--- config.mk ---
export PLATFORM = sky130hd
export DESIGN_NAME = alu_op_sequencer
export DESIGN_NICKNAME = d
export VERILOG_FILES = /design/src/rtl/alu_pkg.sv /design/src/rtl/alu_unit_decoder.sv /design/src/rtl/alu_op_sequencer.sv
export SDC_FILE = /design/constraint.sdc
export NUM_CORES = 1
export LEC_CHECK = 0
export CAP_MARGIN = 10
export CELL_PAD_IN_SITES_DETAIL_PLACEMENT = 0
export CELL_PAD_IN_SITES_GLOBAL_PLACEMENT = 1
export CORE_UTILIZATION = 42
export CTS_CLUSTER_DIAMETER = 30
export DETAILED_ROUTE_END_ITERATION = 12
export DONT_BUFFER_PORTS = 1
export PLACE_DENSITY = 0.75
export SLEW_MARGIN = 20
export SYNTH_ARGS = -nofsm -noshare
export SYNTH_HDL_FRONTEND = slang
export SYNTH_SLANG_ARGS = --single-unit
export TNS_END_PERCENT = 10
--- constraint.sdc ---
create_clock -name clk -period 1.35 [get_ports clk]
set_input_delay 0.0675 -clock clk [delete_from_list [all_inputs] [get_ports clk]]
set_output_delay 0.0675 -clock clk [all_outputs]
set_load 0.005 [all_outputs]
--- src/rtl/alu_pkg.sv ---
// Shared encodings and default widths for the hierarchical ALU command path.
package alu_pkg;

    localparam int unsigned IN_WIDTH_DEF  = 8;
    localparam int unsigned OUT_WIDTH_DEF = 16;

    // Unit select carried in CMD_FUN[3:2]
    localparam logic [1:0] UNIT_ARITH = 2'b00;
    localparam logic [1:0] UNIT_LOGIC = 2'b01;
    localparam logic [1:0] UNIT_CMP   = 2'b10;
    localparam logic [1:0] UNIT_SHIFT = 2'b11;

    // Sequencer state encoding
    localparam logic [1:0] IDLE = 2'b00;
    localparam logic [1:0] EXEC = 2'b01;
    localparam logic [1:0] CAPT = 2'b10;
    localparam logic [1:0] DONE = 2'b11;

    // One-hot enable vector, bit order {SHIFT, CMP, LOGIC, ARITH}
    function automatic logic [3:0] unit_onehot(input logic [1:0] sel);
        return 4'b0001 << sel;
    endfunction

endpackage

--- src/rtl/alu_unit_decoder.sv ---
// Combinational unit decode: command select to one-hot enables, and
// result/flag mux driven by the latched select.
module alu_unit_decoder
    import alu_pkg::*;
#(
    parameter int unsigned out_width = OUT_WIDTH_DEF
)
(
    input  logic [1:0]           i_cmd_sel,
    output logic [3:0]           o_enable,
    input  logic [1:0]           i_res_sel,
    input  logic [out_width-1:0] i_arith_out,
    input  logic [out_width-1:0] i_logic_out,
    input  logic [out_width-1:0] i_cmp_out,
    input  logic [out_width-1:0] i_shift_out,
    input  logic                 i_arith_flag,
    input  logic                 i_logic_flag,
    input  logic                 i_cmp_flag,
    input  logic                 i_shift_flag,
    output logic [out_width-1:0] o_res,
    output logic                 o_flag
);

    assign o_enable = unit_onehot(i_cmd_sel);

    // Select the result and flag of the unit that executed the op
    always_comb begin
        o_res  = '0;
        o_flag = 1'b0;
        case (i_res_sel)
            UNIT_ARITH: begin o_res = i_arith_out; o_flag = i_arith_flag; end
            UNIT_LOGIC: begin o_res = i_logic_out; o_flag = i_logic_flag; end
            UNIT_CMP:   begin o_res = i_cmp_out;   o_flag = i_cmp_flag;   end
            default:    begin o_res = i_shift_out; o_flag = i_shift_flag; end
        endcase
    end

endmodule

--- src/rtl/alu_op_sequencer.sv ---
// Command stage for the hierarchical ALU: accepts one op, enables one unit
// for a cycle, captures its registered result and holds it until taken.
module alu_op_sequencer
    import alu_pkg::*;
#(
    parameter int unsigned in_width  = IN_WIDTH_DEF,
    parameter int unsigned out_width = OUT_WIDTH_DEF
)
(
    input  logic                 clk,
    input  logic                 RST,
    input  logic                 CMD_Valid,
    output logic                 CMD_Ready,
    input  logic [3:0]           CMD_FUN,
    input  logic [in_width-1:0]  CMD_A,
    input  logic [in_width-1:0]  CMD_B,
    output logic [in_width-1:0]  A,
    output logic [in_width-1:0]  B,
    output logic [1:0]           ALU_FUN,
    output logic                 ARITH_Enable,
    output logic                 LOGIC_Enable,
    output logic                 CMP_Enable,
    output logic                 SHIFT_Enable,
    input  logic [out_width-1:0] ARITH_OUT,
    input  logic [out_width-1:0] LOGIC_OUT,
    input  logic [out_width-1:0] CMP_OUT,
    input  logic [out_width-1:0] SHIFT_OUT,
    input  logic                 ARITH_Flag,
    input  logic                 LOGIC_Flag,
    input  logic                 CMP_Flag,
    input  logic                 SHIFT_Flag,
    output logic [out_width-1:0] RES_OUT,
    output logic                 RES_Flag,
    output logic                 RES_Valid,
    input  logic                 RES_Ready
);

    logic [1:0]           r_state;
    logic [in_width-1:0]  r_a;
    logic [in_width-1:0]  r_b;
    logic [1:0]           r_fun;
    logic [1:0]           r_sel;
    logic [3:0]           r_en;
    logic [out_width-1:0] r_res;
    logic                 r_flag;
    logic                 r_res_valid;

    logic [3:0]           w_dec_en;
    logic [out_width-1:0] w_mux_res;
    logic                 w_mux_flag;
    logic                 w_accept;
    logic                 w_release;

    assign w_accept  = CMD_Valid && (r_state == IDLE);
    assign w_release = RES_Ready && (r_state == DONE);

    alu_unit_decoder #(.out_width(out_width)) u_dec (
        .i_cmd_sel    (CMD_FUN[3:2]),
        .o_enable     (w_dec_en),
        .i_res_sel    (r_sel),
        .i_arith_out  (ARITH_OUT),
        .i_logic_out  (LOGIC_OUT),
        .i_cmp_out    (CMP_OUT),
        .i_shift_out  (SHIFT_OUT),
        .i_arith_flag (ARITH_Flag),
        .i_logic_flag (LOGIC_Flag),
        .i_cmp_flag   (CMP_Flag),
        .i_shift_flag (SHIFT_Flag),
        .o_res        (w_mux_res),
        .o_flag       (w_mux_flag)
    );

    // State sequencing: IDLE -> EXEC -> CAPT -> DONE -> IDLE
    always_ff @(posedge clk or negedge RST) begin
        if (!RST) begin
            r_state <= IDLE;
        end else begin
            case (r_state)
                IDLE:    if (w_accept) r_state <= EXEC;
                EXEC:    r_state <= CAPT;
                CAPT:    r_state <= DONE;
                default: if (w_release) r_state <= IDLE;
            endcase
        end
    end

    // Operand/function latch held until the next accept; enable lives for EXEC only
    always_ff @(posedge clk or negedge RST) begin
        if (!RST) begin
            r_a   <= '0;
            r_b   <= '0;
            r_fun <= '0;
            r_sel <= '0;
            r_en  <= '0;
        end else if (w_accept) begin
            r_a   <= CMD_A;
            r_b   <= CMD_B;
            r_fun <= CMD_FUN[1:0];
            r_sel <= CMD_FUN[3:2];
            r_en  <= w_dec_en;
        end else begin
            r_en  <= '0;
        end
    end

    // Result register: loaded leaving CAPT, valid held until the consumer takes it
    always_ff @(posedge clk or negedge RST) begin
        if (!RST) begin
            r_res       <= '0;
            r_flag      <= 1'b0;
            r_res_valid <= 1'b0;
        end else if (r_state == CAPT) begin
            r_res       <= w_mux_res;
            r_flag      <= w_mux_flag;
            r_res_valid <= 1'b1;
        end else if (w_release) begin
            r_res_valid <= 1'b0;
        end
    end

    assign CMD_Ready    = (r_state == IDLE);
    assign A            = r_a;
    assign B            = r_b;
    assign ALU_FUN      = r_fun;
    assign ARITH_Enable = r_en[0];
    assign LOGIC_Enable = r_en[1];
    assign CMP_Enable   = r_en[2];
    assign SHIFT_Enable = r_en[3];
    assign RES_OUT      = r_res;
    assign RES_Flag     = r_flag;
    assign RES_Valid    = r_res_valid;

endmodule
==> results.md <==
* Post-synthesis register bit count at 44
* Largest net degree at the start of global routing at 45
* Largest delay contributor family on the critical path: flip-flops
* Max-slew violations at 0
* # IOs at about 130
* Setup WS pre-CTS at 0.00601 ns
* Fin. Hold Viols at 0
* Worst path buffer plus inverter count at 2
* Total global routing overflow at 0
* Via count at 1643
* Die area at 5850 µm²
* Max Root-Sink Buffers at 2
* Share of cells above drive strength 1 at between 20% and 30%
* Global Route met1 Usage at 20.5%
* Crit path max-delay cell type: dfrtp_1
* Period minus WS final at 1.30 ns
* Yosys warns at 0
* Fmax at 768 MHz
* Detail Placement HPWL at 3850 µm
* RSZ-0062 raised after global routing: true
* Layout Utilization at 57.6%
* Cell variety after synth at 24
* CTS buffer count at 5
* Layout Skew at 0.00563 ns
* Clock sink count at 44
* Total negative slack at 0 ns
* Final instance area at 3020 µm²
* TritonCTS clock tree: built
* Initial DRT Pass Iterations at 4
* Setup repair bufs after CTS at 0
* Setup WS post-layout at 0.0484 ns
* Row cnt at 26
* Crit. End Element: flip-flop
* GRT met2 Usage at 36.8%
* CP max stage delay at 0.40 ns
* M3 GR Usage at 5.63%
* Maxcap violations at 0
* Endpoints failing setup at 0
* First DRT Iteration DRCs at 69
* Hold Slack at 0.000616 ns
* Slew HR at 84.6%
* Crit path required time at about 1.5 ns
* Antenna cells at 0
* H-tree depth at 2
* Commonest non-fill, non-tap cell in the layout: dfrtp_1
* Gate Count Post-Synth at 187
* Mapped Area at 2330 µm²
* Via density at 5.35
* Starting Density at 44.5%
* GR peak layer: met2
* Nets@finish at around 330
* Residual DRC count at 0
* Horiz. Die Dim at ~76 µm
* First-pass GRT wire length at approximately 9000 µm
* P_leak at around 1.4 nW
* Die Y at roughly 76 µm
* Drt total wl at roughly 5800 µm
* Register area share after synthesis at 47.3%
* Core ar. at approximately 5200 µm²
* Fillcell total at 415
* VDD IR-drop max at 0.00104 V
* Mean post-synth cell area at about 12 µm²
* Final Cycle Share at 96.4%
* Number of global-route vias before repair at 1821
* Clock-pin slew on the worst setup and hold paths at 0.09 ns
* GPL Wtd Cong at 0.711
* HP Class: in -> reg
* Clock latency on the worst-skew pair at 0.30 ns
* Commonest non-fill, non-tap cells in the layout: dfrtp_1 (43), dlygate4sd3_1 (40), mux2_4 (28), nand2_1 (22), inv_1 (18)
* Cell Chain, Critical Path: inv_2, ha_4, nand2_4, buf_12, mux2_2
* PortBufs at 0
* Worst Setup Path Type: reg -> reg
* GRT Total Usage at 19.7%
* Tightest Pin Transition at approximately 0.23 ns
* CTS root buffer: clkbuf_8
* Crit path arrival time at 1.49 ns
* CP startpoint kind: flip-flop
* Initial antenna violation count at 0
* Status: completed
* Area after DPL at 2450 µm²
* Post-route ant nets at 0
* Area delta synth->final at 29.5%
* PD cells at 2060 nW/µm²
* Syn Nets at 282
* Max FO, Critical Path at 11
* Avg WL per Cell at roughly 19 µm
-- kinds of logic (layout without fill, tap and decap cells) --
| logic type | Yosys count | count (layout) | synth area share, % |
|---|---|---|---|
| buffers and inverters | 31 | 81 | 7.57 |
| adders and majority gates | 3 | 3 | 1.61 |
| DFF | 44 | 44 | 47.3 |
| muxes | 52 | 52 | 28.6 |
| and+or+nand+nor | 33 | 33 | 5.85 |
| AOI/OAI and AO/OA | 24 | 24 | 9.13 |
-- layer usage --
| layer | part of all wire [%] | wire length, µm |
|---|---|---|
| met1 | 38 | 2210 |
| met2 | 54 | 3140 |
| met3 | 6.0 | 350 |
| met4 | 2.0 | 116 |
| met5 | 0 | 0 |
-- cell type report --
cell class                 count  area [µm²]  area share, %
sequential                    44        1100           36.5
tap                           70        87.6           2.90
multi-input combinational    112        1090           36.2
timing repair buffer          53         563           18.7
inverter                      20        75.1           2.49
clock buffer                   6        82.6           2.74
clock inverter                 2        15.0          0.498
-- final timing paths --
check | cells after the start | slack [ns] | startpoint | end
max reg2reg | 5 | 0.05 | r_state[1] | B[0]
max in group asynchronous | 2 | 0.88 | RST | r_sel[0]
max | 5 | 0.05 | r_state[1] | B[0]
min | 2 | 0.0006 | CMP_OUT[15] | RES_OUT[15]
min reg2reg | 1 | 0.53 | RES_Valid | RES_Valid
min in group asynchronous | 2 | 0.26 | RST | r_en[0]
-- flip-flops by register name (all words and copies together), names as in the netlist --
register   flops
r_sel          2
RES_Valid      1
B              8
ALU_FUN        2
r_state        2
r_en           4
RES_OUT       16
RES_Flag       1
A              8
-- where the power goes --
group	internal (W)	switching (W)
clock network	0.000414	0.000465
registers	0.00194	0.000512
logic	0.00162	0.00127
-- per-stage QoR --
step | std cells | power, W
6_report | 307 | 0.00622
5_1_grt | 307 | 0.00663
4_1_cts | 306 | 0.00609
3_5_place_dp | 257 | 0.00504
3_3_place_gp | 257 | 0.00485
2_1_floorplan | 187 | 0.00447
-- cells in the mapped netlist --
| master | count | area, µm² |
|---|---|---|
| nand2_2 | 1 | 6.26 |
| buf_12 | 1 | 20.0 |
| nor3_1 | 3 | 15.0 |
| buf_6 | 3 | 33.8 |
| buf_8 | 1 | 15.0 |
| nor2_1 | 4 | 15.0 |
| buf_4 | 1 | 7.51 |
| inv_1 | 20 | 75.1 |
| a21o_1 | 3 | 22.5 |
| ha_1 | 3 | 37.5 |
| dfrtp_1 | 44 | 1100 |
| nand2_1 | 22 | 82.6 |
| nand3_1 | 1 | 5.00 |
| mux2i_1 | 17 | 170 |
| mux2_2 | 8 | 90.1 |
| nor2b_1 | 1 | 6.26 |
| mux2_4 | 27 | 405 |
| nand2b_1 | 1 | 6.26 |
| buf_2 | 5 | 25.0 |
| o221ai_2 | 3 | 45.0 |
| o221ai_1 | 14 | 123 |
| o21ai_0 | 1 | 5.00 |
| a211oi_1 | 1 | 7.51 |
| a21oi_1 | 2 | 10.0 |
-- what timing repair did --
| action | 4_1_cts | 5_1_grt |
|---|---|---|
| hold endpoints to repair | 78 | 0 |
| pin swaps | 0 | 1 |
| gates resized for setup | 2 | 13 |
| hold buffers | 41 | 0 |
| gates cloned | 0 | 1 |
| setup endpoints to repair | 9 | 36 |
-- worst reg2reg max path, cell delays in order, from the launching register on --
cell and delay (ns):
dfrtp_1 0.40, inv_2 0.07, ha_4 0.17, nand2_4 0.08, buf_12 0.14, mux2_2 0.34
Power figures use the tool's default switching activity.
